==> src/rtl/muldiv_sequencer.sv <==
// Iterative signed multiply/divide unit for the execute stage: shift-add multiply
// and restoring divide on operand magnitudes, one iteration per clock, with stall and tag.
module muldiv_sequencer #(
  parameter int WIDTH = 32,
  parameter int TAGW  = 5
) (
  input  logic             clock,
  input  logic             reset,
  input  logic             start_mul,
  input  logic             start_div,
  input  logic             flush,
  input  logic [WIDTH-1:0] operand_a,
  input  logic [WIDTH-1:0] operand_b,
  input  logic [TAGW-1:0]  tag_in,
  output logic             busy,
  output logic             stall,
  output logic             result_rdy,
  output logic [WIDTH-1:0] result,
  output logic             exception,
  output logic [TAGW-1:0]  tag_out
);

  localparam int CNTW = (WIDTH > 2) ? $clog2(WIDTH) : 1;
  localparam logic [CNTW-1:0]  CNT_ONE  = {{(CNTW-1){1'b0}}, 1'b1};
  localparam logic [CNTW-1:0]  CNT_LAST = CNTW'(WIDTH - 1);
  localparam logic [WIDTH-1:0] ONE_W    = {{(WIDTH-1){1'b0}}, 1'b1};

  typedef enum logic [1:0] {
    S_IDLE = 2'd0,
    S_MUL  = 2'd1,
    S_DIV  = 2'd2,
    S_DONE = 2'd3
  } state_t;

  state_t             state_r;
  logic [CNTW-1:0]    cnt_r;
  logic [WIDTH-1:0]   a_mag_r;
  logic [WIDTH-1:0]   b_mag_r;
  logic               sign_r;
  logic [TAGW-1:0]    tag_r;
  logic [2*WIDTH-1:0] acc_r;
  logic [WIDTH-1:0]   result_r;
  logic               exception_r;
  logic [TAGW-1:0]    tag_out_r;

  logic [WIDTH:0]     mul_sum_s;
  logic [2*WIDTH-1:0] mul_next_s;
  logic [WIDTH-1:0]   div_part_s;
  logic [WIDTH:0]     div_diff_s;
  logic [2*WIDTH-1:0] div_next_s;
  logic [WIDTH-1:0]   mul_res_s;
  logic               mul_exc_s;
  logic [WIDTH-1:0]   div_res_s;
  logic               div_exc_s;

  function automatic logic [WIDTH-1:0] negate(input logic [WIDTH-1:0] v);
    negate = ~v + ONE_W;
  endfunction

  // Two's-complement magnitude; INT_MIN maps to 2^(WIDTH-1) as an unsigned value.
  function automatic logic [WIDTH-1:0] magnitude(input logic [WIDTH-1:0] v);
    if (v[WIDTH-1]) begin
      magnitude = negate(v);
    end else begin
      magnitude = v;
    end
  endfunction

  // One multiply step ({hi,lo} with multiplier in lo) and one restoring divide step ({rem,quo}).
  always_comb begin
    mul_sum_s  = {1'b0, acc_r[2*WIDTH-1:WIDTH]}
               + (acc_r[0] ? {1'b0, a_mag_r} : {(WIDTH+1){1'b0}});
    mul_next_s = {mul_sum_s, acc_r[WIDTH-1:1]};
    // remainder stays below the divisor, so its top bit is always clear and can be dropped
    div_part_s = acc_r[2*WIDTH-2:WIDTH-1];
    div_diff_s = {1'b0, div_part_s} - {1'b0, b_mag_r};
    if (!div_diff_s[WIDTH]) begin
      div_next_s = {div_diff_s[WIDTH-1:0], acc_r[WIDTH-2:0], 1'b1};
    end else begin
      div_next_s = {div_part_s, acc_r[WIDTH-2:0], 1'b0};
    end
  end

  // Sign fix and overflow detection applied on the final iteration.
  always_comb begin
    if (sign_r) begin
      mul_res_s = negate(mul_next_s[WIDTH-1:0]);
      mul_exc_s = (mul_next_s[2*WIDTH-1:WIDTH] != {WIDTH{1'b0}})
                | (mul_next_s[WIDTH-1] & (mul_next_s[WIDTH-2:0] != {(WIDTH-1){1'b0}}));
      div_res_s = negate(div_next_s[WIDTH-1:0]);
      div_exc_s = 1'b0;
    end else begin
      mul_res_s = mul_next_s[WIDTH-1:0];
      mul_exc_s = (mul_next_s[2*WIDTH-1:WIDTH-1] != {(WIDTH+1){1'b0}});
      div_res_s = div_next_s[WIDTH-1:0];
      div_exc_s = div_next_s[WIDTH-1];
    end
  end

  // Sequencer FSM with operand capture, iteration and result registers.
  always_ff @(posedge clock or negedge reset) begin
    if (!reset) begin
      state_r     <= S_IDLE;
      cnt_r       <= {CNTW{1'b0}};
      a_mag_r     <= {WIDTH{1'b0}};
      b_mag_r     <= {WIDTH{1'b0}};
      sign_r      <= 1'b0;
      tag_r       <= {TAGW{1'b0}};
      acc_r       <= {(2*WIDTH){1'b0}};
      result_r    <= {WIDTH{1'b0}};
      exception_r <= 1'b0;
      tag_out_r   <= {TAGW{1'b0}};
    end else if (flush) begin
      state_r <= S_IDLE;
      cnt_r   <= {CNTW{1'b0}};
    end else begin
      case (state_r)
        S_IDLE: begin
          cnt_r   <= {CNTW{1'b0}};
          a_mag_r <= magnitude(operand_a);
          b_mag_r <= magnitude(operand_b);
          sign_r  <= operand_a[WIDTH-1] ^ operand_b[WIDTH-1];
          tag_r   <= tag_in;
          if (start_mul) begin
            acc_r   <= {{WIDTH{1'b0}}, magnitude(operand_b)};
            state_r <= S_MUL;
          end else if (start_div) begin
            acc_r <= {{WIDTH{1'b0}}, magnitude(operand_a)};
            if (operand_b == {WIDTH{1'b0}}) begin
              result_r    <= {WIDTH{1'b0}};
              exception_r <= 1'b1;
              tag_out_r   <= tag_in;
              state_r     <= S_DONE;
            end else begin
              state_r <= S_DIV;
            end
          end else begin
            state_r <= S_IDLE;
          end
        end
        S_MUL: begin
          acc_r <= mul_next_s;
          cnt_r <= cnt_r + CNT_ONE;
          if (cnt_r == CNT_LAST) begin
            result_r    <= mul_res_s;
            exception_r <= mul_exc_s;
            tag_out_r   <= tag_r;
            state_r     <= S_DONE;
          end
        end
        S_DIV: begin
          acc_r <= div_next_s;
          cnt_r <= cnt_r + CNT_ONE;
          if (cnt_r == CNT_LAST) begin
            result_r    <= div_res_s;
            exception_r <= div_exc_s;
            tag_out_r   <= tag_r;
            state_r     <= S_DONE;
          end
        end
        S_DONE: begin
          state_r <= S_IDLE;
        end
        default: begin
          state_r <= S_IDLE;
        end
      endcase
    end
  end

  assign busy       = (state_r != S_IDLE);
  assign result_rdy = (state_r == S_DONE);
  assign stall      = ((state_r == S_IDLE) & (start_mul | start_div) & ~flush)
                    | (state_r == S_MUL) | (state_r == S_DIV);
  assign result     = result_r;
  assign exception  = exception_r;
  assign tag_out    = tag_out_r;

endmodule

==> config.mk <==
export PLATFORM = sky130hd
export DESIGN_NAME = muldiv_sequencer
export DESIGN_NICKNAME = d
export VERILOG_FILES = /design/src/rtl/muldiv_sequencer.sv
export SDC_FILE = /design/constraint.sdc
export NUM_CORES = 1
export LEC_CHECK = 0
export ABC_AREA = 1
export BUFFER_PORTS_ARGS = -buffer_cell sky130_fd_sc_hd__buf_2
export CORE_MARGIN = 4
export CORE_UTILIZATION = 39
export DETAILED_ROUTE_END_ITERATION = 8
export HOLD_SLACK_MARGIN = 0.15
export SYNTH_ARGS = -nofsm -noshare
export SYNTH_HDL_FRONTEND = slang
export SYNTH_SLANG_ARGS = --single-unit
==> constraint.sdc <==
create_clock -name clock -period 7.7 [get_ports clock]
set_input_delay 0.385 -clock clock [delete_from_list [all_inputs] [get_ports clock]]
set_output_delay 0.385 -clock clock [all_outputs]
set_load 0.03 [all_outputs]
Word level (Yosys, flattened, before mapping). Index checks and enable logic that the tools add are counted.

Register bits after elaboration: 179. Bits of input ports: 74. Word-level logic and storage cells: 92.

Add/sub/neg operators: 7. Eq/ne operators: 12. Multiplexer cells: 36. Bitwise gates (word level): 13. Reduce and logical (&&, ||, !) cells: 14.

Operators with widths (number): $mux 32 (10); $mux 64 (3); $pmux 64 s3 (1); $add 32x1->32 const B (4); $not 32->32 (4); $pmux 32 s3 (1); $add 32x32->33 (1); $reduce_bool 33->1 (1); $sub 32x32->33 (1); $logic_not 32->1 (1); $reduce_bool 32->1 (1); $reduce_bool 31->1 (1); $mux 5 (5); $pmux 5 s2 (2); $ne 2x2->1 const B (5); $mux 1 (8); $mux 2 (4); $reduce_and 7->1 (1); $pmux 2 s3 (1); $reduce_and 6->1 (1); $reduce_bool 3->1 (2); $add 5x1->5 const B (1); $eq 5x5->1 const B (1); $eq 2x2->1 const B (2); other kinds (14) (20).

Depth between registers and ports, before layout.
Word-level depth: 7. Mapped depth: 24. Depth with buffers taken out: 22.

Worst setup path after synthesis. No wires, ideal clock.

Path type: register to register. Start point: register acc_r[31]. End point: register result_r[18] (netlist: result[18]). Setup time: 0.117 ns. Arrival: 2.730 ns. Path slack: 4.854 ns. Cell stages (with the launch flop): 19. Buffers on the path: 1. Clock period less this slack: 2.846 ns. Cells stage by stage: dfrtp_1 inv_1 ha_1 inv_1 fa_1 nand2_2 a21oi_2 a21oi_2 o21ai_2 nand2_2 nand2_4 inv_2 ha_1 nor2_1 clkbuf_1 o22ai_1 a32o_1 nand2_1 nand2_1.

Longest elaborated chain between the ends: 7.

Ends and longest elaborated chain: start, declared (line 41) `logic [2*WIDTH-1:0] acc_r;`; start signal, assigned (line 109) `acc_r <= {(2*WIDTH){1'b0}};`; start signal, assigned (line 125) `acc_r <= {{WIDTH{1'b0}}, magnitude(operand_b)};`; start signal, assigned (line 128) `acc_r <= {{WIDTH{1'b0}}, magnitude(operand_a)};`; $sub 32x32->33 (line 76) `div_diff_s = {1'b0, div_part_s} - {1'b0, b_mag_r};`; $mux 64 (line 77) `if (!div_diff_s[WIDTH]) begin`; $not 32->32 (line 57) `negate = ~v + ONE_W;`; $add 32x1->32 (line 57); $mux 32 (line 86) `if (sign_r) begin`; $mux 32 (line 154) `if (cnt_r == CNT_LAST) begin`; $pmux 32 s3 (line 117) `case (state_r)`; end signal, assigned (line 110) `result_r <= {WIDTH{1'b0}};`; end signal, assigned (line 130) `result_r <= {WIDTH{1'b0}};`; end signal, assigned (line 155) `result_r <= div_res_s;`; end, declared (line 42) `logic [WIDTH-1:0] result_r;`.

Every way passes these cells. The select of a mux whose other input is x is not followed. A chain may end at the register's enable or synchronous reset.

Worst setup path in the final report.
Start point: register acc_r[31]. End point: register result_r[16] (netlist: result[16]).

Same word-level chain as after synthesis.

==> flow_summary.json <==
{
  "r2r_start": "acc_r[31]$_DFFE_PN0P_",
  "clkPwrFrac_pct": 13.3,
  "max_clock_freq_mhz": 235,
  "p_per_area_nw_per_um2": 371,
  "area_growth_pct": 9.54,
  "die_h_um": 216,
  "cts.sinks": 179,
  "layout_min_cycle_time_ns": 4.26,
  "avgSynthCellArea_um2": 6.17,
  "netlist_top_cells_count": "924 x nand2_1, 355 x inv_1, 233 x nor2_1",
  "cap_violations": 0,
  "grt_pass1_wl_um": 99400,
  "clk_latency_ns": 0.47,
  "avgViaCountPerCell": 5.39,
  "final_cells": 3381,
  "rsz0062_at_grt": "false",
  "share_comb_of_total_power_pct": 62.9,
  "slowest_delay_ns": 0.43,
  "hold_viol": 0,
  "firstDrtPassIters": 6,
  "synth.yosys.warnings": 0,
  "crit_path_start": "acc_r[31]$_DFFE_PN0P_",
  "dpl.hpwl_um": 51600,
  "pwr-share-seq_pct": 23.8,
  "crit_family": "buffers and inverters",
  "hp-class": "input pin to flop",
  "start_kind": "flop",
  "cts_max_path_buffers": 2,
  "vias": 18200,
  "ys_seq_area_share_pct": 26.6,
  "critPathArrivalTime_ns": 4.62,
  "die_area_um2": 46600,
  "maxSlewHeadroom_pct": 34.0,
  "postSynthCellCount": 2734,
  "ys_async_sr_fraction_pct": 100,
  "p_leak_nw": 9.76,
  "drive_above_1_share_pct": 8.59,
  "synth_area_um2": 16900,
  "fin_nets": 2942,
  "p_sw_w": 0.00385,
  "slowest_stage": "inv_2",
  "synth_edf_count": 0,
  "numCtsBuffers": 17,
  "cts-root-buf": "clkbuf_16",
  "synth_seq_cells": 179,
  "crit_buf_inv": 5,
  "io_pins": 115,
  "antenna_found_initial": 1,
  "worst_pin_slew_ns": 0.988,
  "core_um2": 42300,
  "row_count": 75,
  "hold-worst-slack_ns": 0.196,
  "hp-start": "tag_in[1]",
  "syn_nets": 2885,
  "required_ns": 8.06,
  "start_util_pct": 39.8,
  "cts-htree-levels": 4,
  "crit_chain": "inv_1 > ha_1 > inv_1 > fa_1 > nand2_2 > a21oi_2 > a21oi_2 > o21ai_2 > nand2_2 > nand2_4 > inv_2 > ha_1 > nor2_1 > buf_4 > inv_1 > a31oi_1 > nand2_1 > o31ai_1 > a22o_1",
  "drtIter0Drc": 1871,
  "cp_max_fo": 58,
  "worstSetupEndpointType": "flop",
  "crit_type": "flop to flop",
  "antenna_cells": 0,
  "gp_congestion": 1.02,
  "die_x_um": 216,
  "critPathMostFrequentCell": "inv_1",
  "yosysMostFrequentCell": "nand2_1",
  "cts_tree": "yes",
  "synth_flop_cell": "dfrtp_1",
  "tns_ns": 0,
  "place_inst": 3348,
  "synth_top_area_cell": "dfrtp_1",
  "ant_nets": 0,
  "layout_worst_path_cycle_share_pct": 55.3,
  "wl_per_cell_um": 19.3,
  "grt.total_usage_pct": 27.2,
  "switching_share_pct": 56.3,
  "wl_um": 65100,
  "finalClockSkew_ns": 0.0139,
  "status": "completed",
  "slew_violations": 0,
  "port_buffers": 114,
  "ys_top_cells_by_area": "dfrtp_1 27%, nand2_1 21%, inv_1 7.9%, ha_1 5.6%, o21ai_0 5.3%",
  "finalSetupViolCount": 0,
  "irDropWorstVdd_mv": 0.283,
  "synth_cell_type_count": 67,
  "grt_max_degree": 86,
  "path_clk_slew_ns": 0.08,
  "drc_errors": 0,
  "yosysTopAreaCellShare_pct": 26.6,
  "p_int_w": 0.00299,
  "grt_pass1_vias": 17200,
  "globalRouteOverflowTotal": 0
}
[metrics by stage]
step	utilization (%)	total power, W	cell area [µm²]	setup WS (ns)
after global placement	42.2	0.00584	17900	3.62
after floorplan	-	0.00448	16900	4.85
after CTS	43.6	0.00679	18500	3.50
final	43.6	0.00685	18500	3.44
after detailed placement	42.2	0.00586	17900	3.52
after global routing	43.6	0.00736	18500	3.19
[worst register-to-register path, stage by stage, from the launching register on]
cell	delay [ns]
dfrtp_1	0.41
inv_1	0.13
ha_1	0.16
inv_1	0.05
fa_1	0.41
nand2_2	0.10
a21oi_2	0.08
a21oi_2	0.26
o21ai_2	0.14
nand2_2	0.11
nand2_4	0.38
inv_2	0.48
ha_1	0.32
nor2_1	0.07
buf_4	0.22
inv_1	0.34
a31oi_1	0.15
nand2_1	0.09
o31ai_1	0.07
a22o_1	0.21
[worst paths after layout]
check	to	slack (ns)	cells after the start
setup / recovery	result[16]$_DFFE_PN0P_	3.44	19
max in group asynchronous	result[30]$_DFFE_PN0P_	5.28	4
hold reg to reg	result[13]$_DFFE_PN0P_	0.47	2
min in group asynchronous	a_mag_r[26]$_DFFE_PN0P_	0.47	2
setup reg to reg	result[16]$_DFFE_PN0P_	3.44	19
hold / removal	tag_r[1]$_DFFE_PN0P_	0.20	3
[cells by family (layout without fill, tap and decap cells)]
| kind of cell | after synthesis | after routing | synth area share (%) |
|---|---|---|---|
| adders and majority gates | 77 | 77 | 5.80 |
| DFF | 179 | 179 | 26.6 |
| buffers and inverters | 462 | 532 | 10.8 |
| and+or+nand+nor | 1450 | 1450 | 35.8 |
| AOI/OAI and AO/OA | 496 | 496 | 17.4 |
| xor gates and xnor gates | 70 | 70 | 3.64 |
[sequential cells by signal (all words and copies together) (netlist names)]
| signal | flops |
|---|---|
| cnt_r | 5 |
| result | 32 |
| tag_r | 5 |
| a_mag_r | 32 |
| b_mag_r | 32 |
| state_r | 2 |
| exception | 1 |
| tag_out | 5 |
| sign_r | 1 |
| acc_r | 64 |
[layout by cell type (no fill, tap or decap), types with 12 or more instances in the layout]
cell	Yosys	final
nand4_1	24	24
a21oi_2	17	17
a31oi_1	12	12
o21a_1	12	12
dfrtp_1	179	179
o221ai_1	16	16
nand3b_1	20	20
nor2_1	233	231
a21o_1	14	14
clkbuf_16	0	17
o21ai_0	178	178
o22ai_1	20	20
buf_4	1	17
inv_1	355	355
a21oi_1	113	113
buf_2	9	113
nand3_1	158	158
nor3_1	34	34
ha_1	75	75
nand2_1	924	924
o21ai_1	47	47
xor2_1	44	44
xnor2_1	26	26
[power by group through the flow]
stage	logic (W)	clock network, W	registers (W)
floorplan	0.00276	0	0.00172
global placement	0.00421	0	0.00163
detailed placement	0.00422	0	0.00165
CTS	0.00423	0.000922	0.00163
global route	0.00472	0.000956	0.00169
finish	0.00431	0.000910	0.00163
[layout make-up]
cell class | count | area (µm²)
clock inverters | 14 | 158
multi-input cells | 2093 | 10600
fillers | 4572 | 23900
repair buffers | 132 | 717
flip-flops and latches | 179 | 4480
clock buffers | 18 | 429
inverters | 368 | 1390
well taps | 577 | 722
[layer usage]
layer	track usage, %	vias up	share of wire (%)	wire length [µm]
li1	-	8918	-	-
met1	39.4	8517	47	30400
met2	40.8	706	42	27600
met3	5.88	86	8.4	5470
met4	7.79	2	2.6	1670
met5	0	-	0.018	12
[what timing repair did]
action / 4_1_cts / 5_1_grt
hold buffers: 1 / 0
buffers inserted: 0 / 0
gates resized for setup: 0 / 0
hold endpoints to repair: 70 / 0
Power figures use the tool's default switching activity.
